### config.mk
export PLATFORM = sky130hd
export DESIGN_NAME = io_bus_arbiter_flat
export DESIGN_NICKNAME = d
export VERILOG_FILES = /design/src/rtl/io_bus_arbiter_pkg.sv /design/src/rtl/io_bus_arbiter_if.sv /design/src/rtl/io_bus_arbiter.sv /design/src/flat_wrapper.sv
export SDC_FILE = /design/constraint.sdc
export NUM_CORES = 1
export LEC_CHECK = 0
export CORE_MARGIN = 10
export CORE_UTILIZATION = 22
export DETAILED_ROUTE_END_ITERATION = 10
export PLACE_DENSITY = 0.84
export SLEW_MARGIN = 25
export SYNTH_ARGS = -nofsm -noshare
export SYNTH_HDL_FRONTEND = slang
export SYNTH_SLANG_ARGS = --single-unit
### constraint.sdc
create_clock -name clk -period 2.3 [get_ports clk]
set_input_delay 0.575 -clock clk [delete_from_list [all_inputs] [get_ports clk]]
set_output_delay 0.575 -clock clk [all_outputs]
set_load 0.02 [all_outputs]
### src/rtl/io_bus_arbiter_pkg.sv
// Shared definitions for the two-master I/O bus arbiter: state encoding,
// timeout filler data and default bus sizes.
package io_bus_arbiter_pkg;

  localparam int DEF_WIDTH    = 32;
  localparam int DEF_ADR_BITS = 15;

  // Encoding doubles as the one-hot grant vector {m1,m0}
  typedef enum logic [1:0] {
    IDLE = 2'b00,
    GNT0 = 2'b01,
    GNT1 = 2'b10
  } arb_state_e;

  localparam logic [31:0] TIMEOUT_FILL = 32'hDEADBEEF;

endpackage

### src/rtl/io_bus_arbiter_if.sv
// One Wishbone-style point-to-point link; the master modport drives the request,
// the slave modport returns read data and acknowledge.
interface io_bus_arbiter_if
  import io_bus_arbiter_pkg::*;
#(
  parameter int WIDTH    = DEF_WIDTH,
  parameter int ADR_BITS = DEF_ADR_BITS
) ();

  logic [ADR_BITS-1:0] adr;
  logic [WIDTH-1:0]    dat_w;
  logic [WIDTH-1:0]    dat_r;
  logic                we;
  logic                stb;
  logic                ack;

  modport master (output adr, dat_w, we, stb, input dat_r, ack);
  modport slave  (input adr, dat_w, we, stb, output dat_r, ack);

endinterface

### src/rtl/io_bus_arbiter.sv
// Round-robin arbiter sharing the peripheral bus between the MCU (m0) and the
// DMA/blitter (m1). Optional slave-ack timeout enabled by IO_ARB_TIMEOUT_EN.
module io_bus_arbiter
  import io_bus_arbiter_pkg::*;
#(
  parameter int WIDTH    = DEF_WIDTH,
  parameter int ADR_BITS = DEF_ADR_BITS,
  parameter int TIMEOUT  = 255
) (
  input  logic                    clk,
  input  logic                    rst_n,
  io_bus_arbiter_if.slave         m0,
  io_bus_arbiter_if.slave         m1,
  io_bus_arbiter_if.master        s,
  output logic [1:0]              gnt_o,
  output logic                    err_o
);

  arb_state_e state_q;
  logic       last_q;
  logic       timeout_hit;

  assign gnt_o = state_q;

  // last_q remembers the most recently completed master; aborts leave it alone
  always_ff @(posedge clk or negedge rst_n) begin
    if (!rst_n) begin
      state_q <= IDLE;
      last_q  <= 1'b1;
    end else begin
      case (state_q)
        IDLE: begin
          if (m0.stb && m1.stb) state_q <= last_q ? GNT0 : GNT1;
          else if (m0.stb)      state_q <= GNT0;
          else if (m1.stb)      state_q <= GNT1;
        end
        GNT0: begin
          if (!m0.stb) begin
            state_q <= IDLE;
          end else if (s.ack || timeout_hit) begin
            state_q <= IDLE;
            last_q  <= 1'b0;
          end
        end
        GNT1: begin
          if (!m1.stb) begin
            state_q <= IDLE;
          end else if (s.ack || timeout_hit) begin
            state_q <= IDLE;
            last_q  <= 1'b1;
          end
        end
        default: state_q <= IDLE;
      endcase
    end
  end

`ifdef IO_ARB_TIMEOUT_EN
  localparam int CNT_W = $clog2(TIMEOUT + 1);

  logic [CNT_W-1:0] cnt_q;
  logic             err_q;
  logic             granted_stb;

  assign granted_stb = (state_q == GNT0) ? m0.stb : m1.stb;
  assign timeout_hit = (state_q != IDLE) && granted_stb && (cnt_q == CNT_W'(TIMEOUT));
  assign err_o       = err_q;

  always_ff @(posedge clk or negedge rst_n) begin
    if (!rst_n) begin
      cnt_q <= '0;
      err_q <= 1'b0;
    end else if (state_q == IDLE) begin
      cnt_q <= '0;
    end else if (timeout_hit) begin
      cnt_q <= '0;
      err_q <= 1'b1;
    end else if (!s.ack) begin
      cnt_q <= cnt_q + 1'b1;
    end
  end
`else
  assign timeout_hit = 1'b0;
  assign err_o       = 1'b0;
`endif

  // A forced termination answers the master itself and withdraws the slave strobe
  always_comb begin
    s.adr    = {ADR_BITS{1'b0}};
    s.dat_w  = {WIDTH{1'b0}};
    s.we     = 1'b0;
    s.stb    = 1'b0;
    m0.ack   = 1'b0;
    m0.dat_r = {WIDTH{1'b0}};
    m1.ack   = 1'b0;
    m1.dat_r = {WIDTH{1'b0}};
    case (state_q)
      GNT0: begin
        s.adr    = m0.adr;
        s.dat_w  = m0.dat_w;
        s.we     = m0.we;
        s.stb    = m0.stb & ~timeout_hit;
        m0.ack   = (s.ack & m0.stb) | timeout_hit;
        m0.dat_r = timeout_hit ? WIDTH'(TIMEOUT_FILL) : s.dat_r;
      end
      GNT1: begin
        s.adr    = m1.adr;
        s.dat_w  = m1.dat_w;
        s.we     = m1.we;
        s.stb    = m1.stb & ~timeout_hit;
        m1.ack   = (s.ack & m1.stb) | timeout_hit;
        m1.dat_r = timeout_hit ? WIDTH'(TIMEOUT_FILL) : s.dat_r;
      end
      default: ;
    endcase
  end

endmodule

### src/flat_wrapper.sv
// flat-port wrapper written by rule: the top's interface ports become plain ports
module io_bus_arbiter_flat import io_bus_arbiter_pkg::*;
#(
  parameter int WIDTH    = DEF_WIDTH,
  parameter int ADR_BITS = DEF_ADR_BITS,
  parameter int TIMEOUT  = 255
)
  (clk, rst_n, gnt_o, err_o, m0_adr, m0_dat_w, m0_we, m0_stb, m0_dat_r, m0_ack, m1_adr, m1_dat_w, m1_we, m1_stb, m1_dat_r, m1_ack, s_adr, s_dat_w, s_we, s_stb, s_dat_r, s_ack);
  io_bus_arbiter_if #(.WIDTH(WIDTH), .ADR_BITS(ADR_BITS)) m0_i ();
  io_bus_arbiter_if #(.WIDTH(WIDTH), .ADR_BITS(ADR_BITS)) m1_i ();
  io_bus_arbiter_if #(.WIDTH(WIDTH), .ADR_BITS(ADR_BITS)) s_i ();
  input  logic clk;
  input  logic rst_n;
  output logic [1:0] gnt_o;
  output logic err_o;
  input wire logic [$bits(m0_i.adr)-1:0] m0_adr;
  input wire logic [$bits(m0_i.dat_w)-1:0] m0_dat_w;
  input wire logic [$bits(m0_i.we)-1:0] m0_we;
  input wire logic [$bits(m0_i.stb)-1:0] m0_stb;
  output wire logic [$bits(m0_i.dat_r)-1:0] m0_dat_r;
  output wire logic [$bits(m0_i.ack)-1:0] m0_ack;
  input wire logic [$bits(m1_i.adr)-1:0] m1_adr;
  input wire logic [$bits(m1_i.dat_w)-1:0] m1_dat_w;
  input wire logic [$bits(m1_i.we)-1:0] m1_we;
  input wire logic [$bits(m1_i.stb)-1:0] m1_stb;
  output wire logic [$bits(m1_i.dat_r)-1:0] m1_dat_r;
  output wire logic [$bits(m1_i.ack)-1:0] m1_ack;
  output wire logic [$bits(s_i.adr)-1:0] s_adr;
  output wire logic [$bits(s_i.dat_w)-1:0] s_dat_w;
  output wire logic [$bits(s_i.we)-1:0] s_we;
  output wire logic [$bits(s_i.stb)-1:0] s_stb;
  input wire logic [$bits(s_i.dat_r)-1:0] s_dat_r;
  input wire logic [$bits(s_i.ack)-1:0] s_ack;
  assign m0_i.adr = m0_adr;
  assign m0_i.dat_w = m0_dat_w;
  assign m0_i.we = m0_we;
  assign m0_i.stb = m0_stb;
  assign m0_dat_r = m0_i.dat_r;
  assign m0_ack = m0_i.ack;
  assign m1_i.adr = m1_adr;
  assign m1_i.dat_w = m1_dat_w;
  assign m1_i.we = m1_we;
  assign m1_i.stb = m1_stb;
  assign m1_dat_r = m1_i.dat_r;
  assign m1_ack = m1_i.ack;
  assign s_adr = s_i.adr;
  assign s_dat_w = s_i.dat_w;
  assign s_we = s_i.we;
  assign s_stb = s_i.stb;
  assign s_i.dat_r = s_dat_r;
  assign s_i.ack = s_ack;
  io_bus_arbiter #(.WIDTH(WIDTH), .ADR_BITS(ADR_BITS), .TIMEOUT(TIMEOUT)) u_core (.clk(clk), .rst_n(rst_n), .m0(m0_i), .m1(m1_i), .s(s_i), .gnt_o(gnt_o), .err_o(err_o));
endmodule
Word level (Yosys, flattened, before mapping)
Cells that the tools add are included.
{"block": "op_classes", "n_addsub": 0, "n_mul": 0, "div": 0, "n_lt_le_gt_ge": 0, "n_eq_ne": 7, "shift": 0, "n_mux": 21, "bitwise_logic": 2, "reduce_logical": 4}
{"operator": "$mux 32", "count": 2}
{"operator": "$pmux 32 s2", "count": 1}
{"operator": "$pmux 15 s2", "count": 1}
{"operator": "$mux 2", "count": 7}
{"operator": "$ne 2x2->1 const B", "count": 4}
{"operator": "$mux 1", "count": 6}
{"operator": "$pmux 1 s2", "count": 3}
{"operator": "$pmux 2 s3", "count": 1}
{"operator": "$reduce_and 5->1", "count": 1}
{"operator": "$ne 4x3->1 const B", "count": 1}
{"operator": "$and 1x1->1", "count": 2}
{"operator": "$eq 2x1->1 const B", "count": 1}
{"operator": "$eq 2x2->1 const B", "count": 1}
{"operator": "$logic_not 2->1", "count": 1}
{"operator": "$reduce_bool 2->1", "count": 1}
{"operator": "$logic_and 1x1->1", "count": 1}
{"block": "totals", "regBits": 3, "latch_bits": 0, "ramBits": 0, "romBits": 0, "output_inout_bits": 118, "memories": 0}

Longest topological paths before layout
{"block": "logic_depth", "ltp_word": 4, "mapped_depth": 6, "depth_no_buf": 5}

Worst setup path before layout
Ideal clock, no wire load.
{"block": "synth_timing", "path_kind": "register to output", "start": "register u_core.state_q[0] (netlist: u_core.gnt_o[0])", "end": "output port s_dat_w[0]", "arrival_ns": 1.663, "slack_ns": 0.062, "path_stages_with_launch": 6, "n_path_buf": 2, "path_cell_list": "dfrtp_1 -> inv_1 -> ha_1 -> buf_2 -> clkbuf_1 -> nor2b_1"}
{"block": "synth_between", "elab_chain_len": 2, "word_cells_on_any_way": 3, "classes_between": "eq/ne (2); mux (1)"}
{"element": "start, declared", "line": "io_bus_arbiter.sv:19", "text": "arb_state_e state_q;"}
{"element": "start signal, assigned", "line": "io_bus_arbiter.sv:33", "text": "if (m0.stb && m1.stb) state_q <= last_q ? GNT0 : GNT1;"}
{"element": "$eq 2x2->1 or $eq 2x1->1 (tied branches)", "line": "io_bus_arbiter.sv:97", "text": "case (state_q)"}
{"element": "$pmux 32 s2 *", "line": "io_bus_arbiter.sv:97"}
{"element": "end, declared", "line": "flat_wrapper.sv:29", "text": "output wire logic [$bits(s_i.dat_w)-1:0] s_dat_w;"}
Every way passes the cells marked *; elsewhere a longest branch is shown, timed or not.

Final worst setup path
{"block": "layout_timing", "start": "register u_core.state_q[0] (netlist: u_core.gnt_o[0])", "end": "output port s_adr[9]"}
{"block": "layout_between", "elab_chain_len": 2, "word_cells_on_any_way": 3, "classes_between": "eq/ne (2); mux (1)"}
{"element": "$eq 2x2->1 or $eq 2x1->1 (tied branches)", "line": "io_bus_arbiter.sv:97"}
{"element": "$pmux 15 s2 *", "line": "io_bus_arbiter.sv:97"}
{"element": "end, declared", "line": "flat_wrapper.sv:28", "text": "output wire logic [$bits(s_i.adr)-1:0] s_adr;"}
Marks and branches as above.

==> reports/metrics.json <==
{
  "outcome": {"value": "finished, final reports clean"},
  "h-tree-depth": {"value": 1},
  "number_of_clock_sinks": {"value": 3},
  "tritoncts": {"value": "yes"},
  "first_global_vias": {"value": 2818},
  "slew_viol_final": {"value": 0},
  "place.gp.congestion": {"value": 0.8104},
  "drt-wirelength-per-cell": {"value": 20.80, "unit": "microns"},
  "floorplan.initialDensity": {"value": 22.79, "unit": "%"},
  "grt_pass1_wl": {"value": 16580, "unit": "microns"},
  "die_h": {"value": 101.6, "unit": "microns"},
  "vias_per_cell": {"value": 4.804},
  "setup_violations": {"value": 0},
  "timing.final.hold_violations": {"value": 0},
  "pin_count_of_the_biggest_net_entering_global_routing": {"value": 48},
  "row_count": {"value": 29},
  "post_route_cells_drive_above_1_share": {"value": 28.14, "unit": "%"},
  "syn_nets": {"value": 354},
  "commonest_non_fill_non_tap_cell_in_the_layout": {"value": "sky130_fd_sc_hd__clkdlybuf4s50_1"},
  "drt_first_pass_iters": {"value": 6},
  "worstSetupStartpointType": {"value": "flip-flop"},
  "worst_ir_drop_vdd": {"value": 0.4494, "unit": "mV"},
  "drt-initial-drc-count": {"value": 80},
  "numPortBuffers": {"value": 249},
  "drv.max_cap_violation_count": {"value": 0},
  "unrepaired_setup_endpoints_after_global_routing": {"value": "yes"},
  "critPathBufInv": {"value": 3},
  "mostFrequentLayoutCells": {"value": "sky130_fd_sc_hd__clkdlybuf4s50_1 (134), sky130_fd_sc_hd__and2_1 (64), sky130_fd_sc_hd__nor2b_1 (49), sky130_fd_sc_hd__a22oi_1 (46), sky130_fd_sc_hd__clkbuf_2 (41)"},
  "setup.worst_path.class": {"value": "flip-flop to output port"},
  "synthesis.instances": {"value": 216},
  "critical_path.cell_chain": {"value": "inv_2, ha_1, buf_12, nor2b_1, clkdlybuf4s15_2"},
  "syn_avg_cell_area": {"value": 6.777, "unit": "sq um"},
  "final_worst_path_period_share": {"value": 98.02, "unit": "%"},
  "clkSlewWorstSetupHoldPaths": {"value": 30, "unit": "ps"},
  "critical_path.slowest_cell": {"value": "sky130_fd_sc_hd__dfrtp_1"},
  "part_of_the_yosys_area_used_for_sequential_elements": {"value": 5.214, "unit": "%"},
  "slowest_delay": {"value": 400, "unit": "ps"},
  "routed-via-count": {"value": 2623},
  "dieArea": {"value": 10320, "unit": "sq um"},
  "route.detailed.drc": {"value": 0},
  "area_of_the_core": {"value": 6422, "unit": "sq um"},
  "post_synth_instance_area": {"value": 1464, "unit": "sq um"},
  "clock_tree.buffer_depth": {"value": 2},
  "powerDensity": {"value": 1005, "unit": "nW/um^2"},
  "final.setup_skew": {"value": 2.381, "unit": "ps"},
  "chipWidth": {"value": 101.6, "unit": "microns"},
  "instances_no_fill": {"value": 546},
  "final.min_clock_period": {"value": 2254, "unit": "ps"},
  "number_of_buffers_created_by_cts": {"value": 3},
  "n_antenna_cell": {"value": 0},
  "synth-seq-cells": {"value": 3},
  "synth-compound-area-share": {"value": 30.94, "unit": "%"},
  "synth_warnings": {"value": 0},
  "xor_xnor_portion_of_the_synthesized_cell_area": {"value": 0, "unit": "%"},
  "synthSimpleGateAreaFrac": {"value": 50.68, "unit": "%"},
  "synth_top_family_by_area": {"value": "simple AND/OR/NAND/NOR gates"},
  "top_level_ports": {"value": 251},
  "worstPathRequired": {"value": 1730, "unit": "ps"},
  "clock_tree.root_cell": {"value": "sky130_fd_sc_hd__clkbuf_8"},
  "drt.antenna.violating_nets": {"value": 0},
  "areaGrowthSynthToFinish": {"value": 173.6, "unit": "%"},
  "crit_family": {"value": "buffers and inverters"},
  "hold_class": {"value": "input port to async pin"},
  "gr-total-overflow": {"value": 0},
  "routed_wirelength": {"value": 11360, "unit": "microns"},
  "grt_antenna_before_repair": {"value": 0},
  "post_synth_fa_ha_maj_area_fraction": {"value": 4.274, "unit": "%"},
  "power_leakage": {"value": 1.793, "unit": "nW"},
  "timing.critical_path.to_type": {"value": "output port"},
  "muxShareOfSynthArea": {"value": 0, "unit": "%"},
  "critPathMaxFanout": {"value": 47},
  "detailedPlacementHpwl": {"value": 9342, "unit": "microns"},
  "synthDistinctLibCells": {"value": 22},
  "critPathArrivalTime": {"value": 1680, "unit": "ps"},
  "worst_skew_pair.late_latency": {"value": 220, "unit": "ps"},
  "max_clock_freq": {"value": 443.6, "unit": "MHz"},
  "stdcell_area": {"value": 4005, "unit": "sq um"},
  "gr-usage-all-layers": {"value": 20.36, "unit": "%"},
  "place_area": {"value": 4164, "unit": "sq um"},
  "post-place-cells": {"value": 536},
  "final_nets": {"value": 608}
}
## worst paths after layout
check / end / startpoint / depth (start not counted) / slack, ps
max in group asynchronous: u_core.last_q$_DFFE_PN1P_ / rst_n / 1 / 1530
worst min register to register: u_core.last_q$_DFFE_PN1P_ / u_core.last_q$_DFFE_PN1P_ / 2 / 570
worst min-delay path: u_core.gnt_o[0]$_DFFE_PN0P_ / rst_n / 1 / 540
min in group clk: u_core.last_q$_DFFE_PN1P_ / u_core.last_q$_DFFE_PN1P_ / 2 / 570
worst max register to register: u_core.gnt_o[0]$_DFFE_PN0P_ / u_core.gnt_o[0]$_DFFE_PN0P_ / 5 / 800
worst max-delay path: s_adr[9] / u_core.gnt_o[0]$_DFFE_PN0P_ / 5 / 50
## cell type report
class                      count  area [sq um]
tap                           77         96.34
multi-input combinational    185          1304
timing repair buffer         273          2469
inverter                       4         15.01
fill                         588          2417
sequential                     3         76.32
clock buffer                   4         45.04
## kinds of logic (layout without fill, tap and decap cells)
family | Yosys count | after routing
DFF | 3 | 3
adders and majority gates | 5 | 5
other | 1 | 1
buffers and inverters | 28 | 281
and+or+nand+nor | 120 | 120
AOI/OAI and AO/OA | 59 | 59
## metrics by stage
step / util, % / worst slack, ps / total power [mW] / setup TNS (ps) / hold slack, ps
final: 62.36 / 45.53 / 4.025 / 0 / 543.0
after global routing: 62.36 / -44.34 / 4.302 / -215.4 / 549.6
after CTS: 65.67 / -14.70 / 4.092 / -14.70 / 545.6
after detailed placement: 64.84 / -269.6 / 4.038 / -11080 / 567.6
after global placement: 64.84 / -291.3 / 3.990 / -9487 / 542.4
after floorplan: - / 61.71 / 2.105 / 0 / 279.4
## Yosys cell counts
library cell | n | area [sq um]
sky130_fd_sc_hd__and2_1 | 64 | 400.4
sky130_fd_sc_hd__a22oi_1 | 49 | 367.9
sky130_fd_sc_hd__nor2b_1 | 49 | 306.5
sky130_fd_sc_hd__clkbuf_1 | 13 | 48.80
sky130_fd_sc_hd__buf_2 | 8 | 40.04
sky130_fd_sc_hd__ha_1 | 5 | 62.56
sky130_fd_sc_hd__inv_1 | 4 | 15.01
sky130_fd_sc_hd__a32o_1 | 3 | 30.03
sky130_fd_sc_hd__buf_4 | 3 | 22.52
sky130_fd_sc_hd__a21bo_2 | 2 | 20.02
sky130_fd_sc_hd__a21oi_1 | 2 | 10.01
sky130_fd_sc_hd__dfrtp_1 | 2 | 50.05
sky130_fd_sc_hd__nand2_1 | 2 | 7.510
sky130_fd_sc_hd__nor2_1 | 2 | 7.510
sky130_fd_sc_hd__a22o_2 | 1 | 10.01
sky130_fd_sc_hd__a31oi_1 | 1 | 6.260
sky130_fd_sc_hd__and3_1 | 1 | 6.260
sky130_fd_sc_hd__and3_2 | 1 | 7.510
sky130_fd_sc_hd__conb_1 | 1 | 3.750
sky130_fd_sc_hd__dfstp_2 | 1 | 26.28
sky130_fd_sc_hd__nand2b_1 | 1 | 6.260
sky130_fd_sc_hd__o2bb2ai_1 | 1 | 8.760
## per-layer routing
layer	global-route usage, %	vias to the layer above	part of all wire, %	wire (microns)
met5	0	-	0	0
met1	20.56	1198	35	4008
met3	10.55	12	14	1595
li1	-	1250	-	-
met2	36.08	163	49	5566
met4	5.501	0	1.6	184
## state kept, by name (all words and copies together) (netlist names)
register and count:
u_core.gnt_o 2, u_core.last_q 1
## what timing repair did
| item | CTS | global route |
|---|---|---|
| setup endpoints to repair | 114 | 52 |
| pin swaps | 1 | 2 |
| cloned | 2 | 2 |
| hold buffers | 0 | 0 |
| setup buffers | 1 | 2 |
| gates resized for setup | 248 | 93 |
| endpoints found under the hold margin | 0 | 0 |
## where the power goes
| part | switching [mW] | total (mW) | internal (mW) |
|---|---|---|---|
| logic | 1.98 | 3.76 | 1.78 |
| registers | 0.0228 | 0.105 | 0.0820 |
| clock network | 0.0411 | 0.160 | 0.119 |
| total | 2.04 | 4.03 | 1.99 |
(Power assumes the default switching activity.)
